==> config.mk <==
export PLATFORM = sky130hd
export DESIGN_NAME = serial_adder
export DESIGN_NICKNAME = d
export VERILOG_FILES = /design/src/rtl/serial_adder.sv
export SDC_FILE = /design/constraint.sdc
export NUM_CORES = 1
export LEC_CHECK = 0
export ABC_AREA = 1
export ABC_CLOCK_PERIOD_IN_PS = 1200
export CORE_MARGIN = 2
export CORE_UTILIZATION = 44
export DETAILED_ROUTE_END_ITERATION = 6
export GPL_TIMING_DRIVEN = 0
export PLACE_DENSITY = 0.74
export SLEW_MARGIN = 20
export SYNTH_ARGS = -nofsm -noshare
export SYNTH_HDL_FRONTEND = slang
export SYNTH_SLANG_ARGS = --single-unit
==> constraint.sdc <==
create_clock -name clk -period 1.2 [get_ports clk]
set_clock_uncertainty 0.15 [all_clocks]
set_input_delay 0.12 -clock clk [delete_from_list [all_inputs] [get_ports clk]]
set_output_delay 0.12 -clock clk [all_outputs]
set_load 0.1 [all_outputs]
==> src/rtl/serial_adder.sv <==
// Bit-serial adder: one full-adder cell and a carry flop, one operand bit per clock.
// Define SERIAL_ADDER_OVF_EN to add the signed-overflow output ovf.
module serial_adder #(
  parameter int WIDTH = 8
) (
  input  logic             clk,
  input  logic             rst,
  input  logic             start_valid,
  output logic             start_ready,
  input  logic [WIDTH-1:0] a,
  input  logic [WIDTH-1:0] b,
  input  logic             c_in,
  output logic [WIDTH-1:0] sum,
  output logic             c_out,
  output logic             done_valid,
  input  logic             done_ready,
  output logic             busy
`ifdef SERIAL_ADDER_OVF_EN
  ,
  output logic             ovf
`endif
);

  localparam int CW = $clog2(WIDTH) + 1;
  localparam logic [CW-1:0] LAST = CW'(WIDTH - 1);

  typedef enum logic [1:0] {
    IDLE = 2'd0,
    RUN  = 2'd1,
    DONE = 2'd2
  } state_t;

  state_t           state_q, state_d;
  logic [WIDTH-1:0] a_q, a_d;
  logic [WIDTH-1:0] b_q, b_d;
  logic [WIDTH-1:0] sum_q, sum_d;
  logic             carry_q, carry_d;
  logic             cout_q, cout_d;
  logic [CW-1:0]    cnt_q, cnt_d;
`ifdef SERIAL_ADDER_OVF_EN
  logic             ovf_q, ovf_d;
`endif

  logic             fa_s;
  logic             fa_co;
  logic [WIDTH-1:0] sum_shift;

  assign fa_s  = a_q[0] ^ b_q[0] ^ carry_q;
  assign fa_co = (a_q[0] & b_q[0]) | (carry_q & (a_q[0] ^ b_q[0]));

  // New sum bit enters at the MSB; after WIDTH shifts bit 0 lands at sum[0].
  generate
    if (WIDTH == 1) begin : g_one
      assign sum_shift = fa_s;
    end else begin : g_multi
      assign sum_shift = {fa_s, sum_q[WIDTH-1:1]};
    end
  endgenerate

  always_comb begin
    state_d = state_q;
    a_d     = a_q;
    b_d     = b_q;
    sum_d   = sum_q;
    carry_d = carry_q;
    cout_d  = cout_q;
    cnt_d   = cnt_q;
`ifdef SERIAL_ADDER_OVF_EN
    ovf_d   = ovf_q;
`endif
    case (state_q)
      IDLE: begin
        if (start_valid) begin
          a_d     = a;
          b_d     = b;
          carry_d = c_in;
          cnt_d   = '0;
          state_d = RUN;
        end
      end
      RUN: begin
        a_d     = a_q >> 1;
        b_d     = b_q >> 1;
        carry_d = fa_co;
        sum_d   = sum_shift;
        cnt_d   = cnt_q + CW'(1);
        if (cnt_q == LAST) begin
          cout_d  = fa_co;
`ifdef SERIAL_ADDER_OVF_EN
          // carry_q is the carry into the MSB on this last step
          ovf_d   = carry_q ^ fa_co;
`endif
          state_d = DONE;
        end
      end
      DONE: begin
        if (done_ready) begin
          state_d = IDLE;
        end
      end
      default: state_d = IDLE;
    endcase
  end

  always_ff @(posedge clk or posedge rst) begin
    if (rst) begin
      state_q <= IDLE;
      a_q     <= '0;
      b_q     <= '0;
      sum_q   <= '0;
      carry_q <= 1'b0;
      cout_q  <= 1'b0;
      cnt_q   <= '0;
`ifdef SERIAL_ADDER_OVF_EN
      ovf_q   <= 1'b0;
`endif
    end else begin
      state_q <= state_d;
      a_q     <= a_d;
      b_q     <= b_d;
      sum_q   <= sum_d;
      carry_q <= carry_d;
      cout_q  <= cout_d;
      cnt_q   <= cnt_d;
`ifdef SERIAL_ADDER_OVF_EN
      ovf_q   <= ovf_d;
`endif
    end
  end

  assign start_ready = (state_q == IDLE);
  assign done_valid  = (state_q == DONE);
  assign busy        = (state_q != IDLE);
  assign sum         = sum_q;
  assign c_out       = cout_q;
`ifdef SERIAL_ADDER_OVF_EN
  assign ovf         = ovf_q;
`endif

endmodule

* After elaboration in Yosys (flattened, before gate mapping)
Cells that the tools add are included.
** Word-level totals
- Register bits :: 32
- Latch bits :: 0
- Memory bits (writable) :: 0
- Memory bits (read-only) :: 0
- Input port bits :: 21
- Logic and storage cells :: 37
- Memories :: 0
** Operators by class
- Add/subtract/negate cells :: 1
- Multipliers :: 0
- Divide/modulo/power cells :: 0
- Magnitude comparators :: 0
- Equal/unequal tests :: 6
- Shift-type cells :: 0
- Mux-type cells :: 12
- Bitwise operators :: 5
- Reduce and logical (&&, ||, !) cells :: 6
** Operator list (count)
- one-hot mux 8 bit (2 select lines) :: 2
- two-way mux 8 bit :: 2
- one-hot mux 4 bit (2 select lines) :: 1
- two-way mux 2 bit :: 3
- one-hot mux 2 bit (3 select lines) :: 1
- adder 4 x 1 -> 4 bit (second input constant) :: 1
- equality test 4 x 3 -> 1 bit (second input constant) :: 1
- two-way mux 4 bit :: 1
- inequality test 2 bit (second input constant) :: 2
- AND reduction 2 bit :: 2
- nonzero test 2 bit :: 2
- AND reduction 3 bit :: 1
- AND 1 bit :: 2
- equality test 2 x 1 -> 1 bit (second input constant) :: 1
- equality test 2 bit (second input constant) :: 1
- zero test 2 bit :: 1
- inequality test 2 x 1 -> 1 bit (second input constant) :: 1
- one-hot mux 1 bit (2 select lines) :: 1
- bitwise XOR 1 bit :: 2
- two-way mux 1 bit :: 1
- bitwise OR 1 bit :: 1

* Depth between registers and ports, before layout
- Depth in word-level cells :: 4
- Depth in mapped cells :: 6

* Worst setup path before layout
Ideal clock, no wire load.
- Path kind :: register to output
- Start :: reg state_q[1]
- End :: out done_valid
- Arrival :: 1.707 ns
- Data required time :: 0.930 ns
- Path slack :: -0.777 ns
- Stages on the path, launching flop included :: 3
- Buffers on the path :: 0
- Cell sequence :: dfrtp_1 inv_1 nor2_1
** On the way
- Cells in the longest elaborated chain, start to end :: 1
** RTL lines
- start: declaration :: line 33 : state_t state_q, state_d;
- start signal: assignment :: line 118 : state_q <= state_d;
- equality test 2 bit :: line 132 : assign done_valid = (state_q == DONE);
- end: declaration :: line 15 : output logic done_valid,
Every way passes these cells.

* Worst setup path after layout
- Start :: reg state_q[0]
- End :: out busy
** On the way
- Cells in the longest elaborated chain, start to end :: 1
** RTL lines
- nonzero test 2 bit :: line 133 : assign busy = (state_q != IDLE);
- end: declaration :: line 17 : output logic busy
Every way passes these cells.

==> results.md <==
- The flow ran to the end, but the final reports show violations.
- The final reports fail on setup timing.
- Synthesis instantiated 20 different standard cells from the library.
- The wire-length estimate of the detail-placed layout is 2350 um.
- The Yosys step of the flow raised 0 warnings.
- Dividing the synthesized area by the synthesized cell count gives 8.65 um2.
- In the routed layout, each cell is associated on average with a via count of 5.78.
- The number of primary I/O pins is 33.
- VDD sags by at most 0.00137 V.
- The proportion of synthesized chip area in sequential cells is 0.551.
- Entering global routing, the biggest net connects 33 pins.
- The design draws 7970 uW.
- The via count of the first global-routing pass was 1471.
- The final net count is ~250.
- The root buffer cell is sky130_fd_sc_hd__clkbuf_4.
- The chip height is 61.5 um.
- The setup slack after layout is -468 ps.
- The worst setup path is captured at a primary output.
- For this run, design rule violations remaining after detail routing come to 0.
- Setup repair after global routing could not meet its margin everywhere.
- The worst setup path is launched from a flip-flop.
- For this block, the via count after detailed routing is 1595.
- The depth of the most critical reg-to-reg path is 7.
- The clock latency on the worst-skew pair is 340 ps.
- The aggregate global routing overflow is 0.
- The deepest clock path buffer count is 2.
- The number of failing hold endpoints at the final stage is 0.
- The data arrival time at the worst-slack endpoint is 1400 ps.
- Of the cells placed in the final design, the portion with a size suffix greater than 1 is 0.608.
- Across the run, the number of max-cap violations was 0.
- The total count of max-transition violations in the final report is 0.
- The number of nets with antenna violations after routing is 0.
- The worst hold path belongs to the class input port to asynchronous set/reset pin.
- The required time reported for the critical path endpoint is between 900 and 1000 ps.
- In the layout the commonest cells are 39 x sky130_fd_sc_hd__nand3_2, 34 x sky130_fd_sc_hd__nand2_1, 21 x sky130_fd_sc_hd__dfrtp_1.
- In this run the horizontal extent of the chip is 61.5 um.
- Relative to the synthesized area, the layout overhead comes to 90.4%.
- Setup violations remaining at the end of the flow were counted as 44.
- The flip-flop and latch count after synthesis is 32.
- The post-synthesis cell area is 1450 um2.
- The maximum net fanout on the critical path is 4.
- The cell count after synthesis came out at 168.
- Fill cells in the final layout number approximately 120.
- In this run the critical register-to-register path is captured at b_q[4].
- The number of violations reported at the end of detailed-routing iteration 0 is 85.
- The average detailed-routed wire length per instance is between 20 and 25 um.
- The area of the core is 3100 um2.
- The number of buffers created by CTS is 5.
- The leakage power figure is approximately 0.0013 uW.
- The total detailed-routing wirelength is approximately 5700 um.
- The repair_antennas step left the layout with diodes totalling 0.
- The first detailed-routing pass took 4 iterations.
- CTS built an H-tree with a depth of 2.
- At the pin with the least slew margin, the transition time is a little under 700 ps.
- The die area is ~3800 um2.
- The initial antenna violation count is 0.
- For this run, the top clock speed supported by timing is around 600 MHz.
- The net count of the mapped netlist is 191.
- The total number of clock tree sinks is 32.
- By startpoint and endpoint, the worst setup path is classified as flip-flop to primary output.
- Leaving out fill and tap cells, the most frequent cell in the layout is sky130_fd_sc_hd__nand3_2.
- The congestion estimate from routability-driven global placement came to roughly 0.84.
- In the global route stage, overall resource usage came out at 0.253.
- Input and output buffers added on the ports amount to 31.
- The post-route core utilization is 0.892.
- The clock tree from TritonCTS is built.
- In the finished design, the share of the clock period the worst path needs comes to 1.39.
- For this configuration, the core starts out at a cell density of 0.468.
- Clock-pin slew was measured on the worst setup and hold paths at 100 ps.
- Dividing total power by cell area gives a power density of 2880 nW/um2.
- The floorplan has 20 rows.
- The startpoint identified for the worst register-to-register timing path is state_q[0].
- The relative max-transition margin is 0.548.
- The post-route minimum period is 1670 ps.
- The placed instances occupy a cell area of 1900 um2.
- The cell area after layout is roughly 2800 um2.
- The first global-routing pass estimated 6850 um of wire.
- The internal reg-to-reg setup slack is -280 ps.
-- through the flow --
step	hold slack [ps]	setup TNS, ps	setup slack, ps	instances
3_3_place_gp	313	-26310	-1030	243
3_5_place_dp	326	-10690	-1030	243
2_1_floorplan	67.5	-793	-356	168
6_report	54.0	-8550	-468	276
5_1_grt	49.1	-9950	-498	276
4_1_cts	43.5	-3880	-411	266
-- metal layers --
layer,up-vias,routed length [um],GRT usage
met5,-,0,0
met4,0,263,0.134
met3,33,397,0.0756
met2,99,3040,0.413
met1,775,2040,0.301
li1,688,-,-
-- sequential cells by signal (all words and copies together), names as in the netlist --
name	count
sum	8
carry_q	1
c_out	1
b_q	8
state_q	2
a_q	8
cnt_q	4
-- logic make-up after synthesis --
| kind of cell | after synthesis | synth area share |
|---|---|---|
| AND/OR/NAND/NOR | 111 | 0.342 |
| flip-flops | 32 | 0.551 |
| buffers and inverters | 17 | 0.0603 |
| AO/OA/AOI/OAI | 6 | 0.0241 |
| adder cells (fa/ha/maj) | 2 | 0.0224 |
-- power breakdown --
group	switching [uW]	internal (uW)	leakage, uW	total (uW)
clock	376	289	0.0000326	665
sequential	482	1530	0.000398	2010
combinational	3090	2200	0.000844	5300
total	3950	4020	0.00127	7970
-- critical path, cell delays in order, from the launching register on --
cell and delay [ps]:
sky130_fd_sc_hd__dfrtp_2 460, sky130_fd_sc_hd__nor2_4 170, sky130_fd_sc_hd__buf_12 130, sky130_fd_sc_hd__clkinvlp_4 100, sky130_fd_sc_hd__buf_8 180
-- how the worst max path moves through the flow --
stage | end | from | cells past startpoint | slack (ps)
after floorplan | done_valid | state_q[1] | 2 | -360
after global placement | start_ready | state_q[1] | 3 | -1030
after detailed placement | start_ready | state_q[0] | 3 | -1030
after CTS | busy | state_q[0] | 4 | -410
after global routing | busy | state_q[0] | 4 | -500
final | busy | state_q[0] | 4 | -470
-- cells in the mapped netlist, drive strengths merged --
master,number,area [um2]
nand3,54,275
ha,1,12.5
o21bai,1,7.51
dfrtp,32,801
inv,6,22.5
nand4,1,6.26
nor2,6,27.5
buf,9,56.3
fa,1,20.0
o21ai,4,20.0
o31ai,1,7.51
nand2,50,188
clkbuf,2,8.75
-- repair_timing --
| action | in CTS | in global routing |
|---|---|---|
| buffers inserted | 12 | 7 |
| pin swaps | 3 | 20 |
| endpoints found under the setup margin | 43 | 44 |
| hold buffers | 0 | 0 |
| gates resized for setup | 149 | 67 |
| gates cloned | 3 | 3 |
-- final cells by class --
class	count	area (um2)	share of cell area
inverter	6	41.3	0.0149
multi-input combinational	119	982	0.355
timing repair buffer	56	681	0.246
buffer	11	134	0.0484
clock buffer	8	58.8	0.0213
sequential	32	815	0.294
tap	44	55.1	0.0199
(Power assumes the default switching activity.)
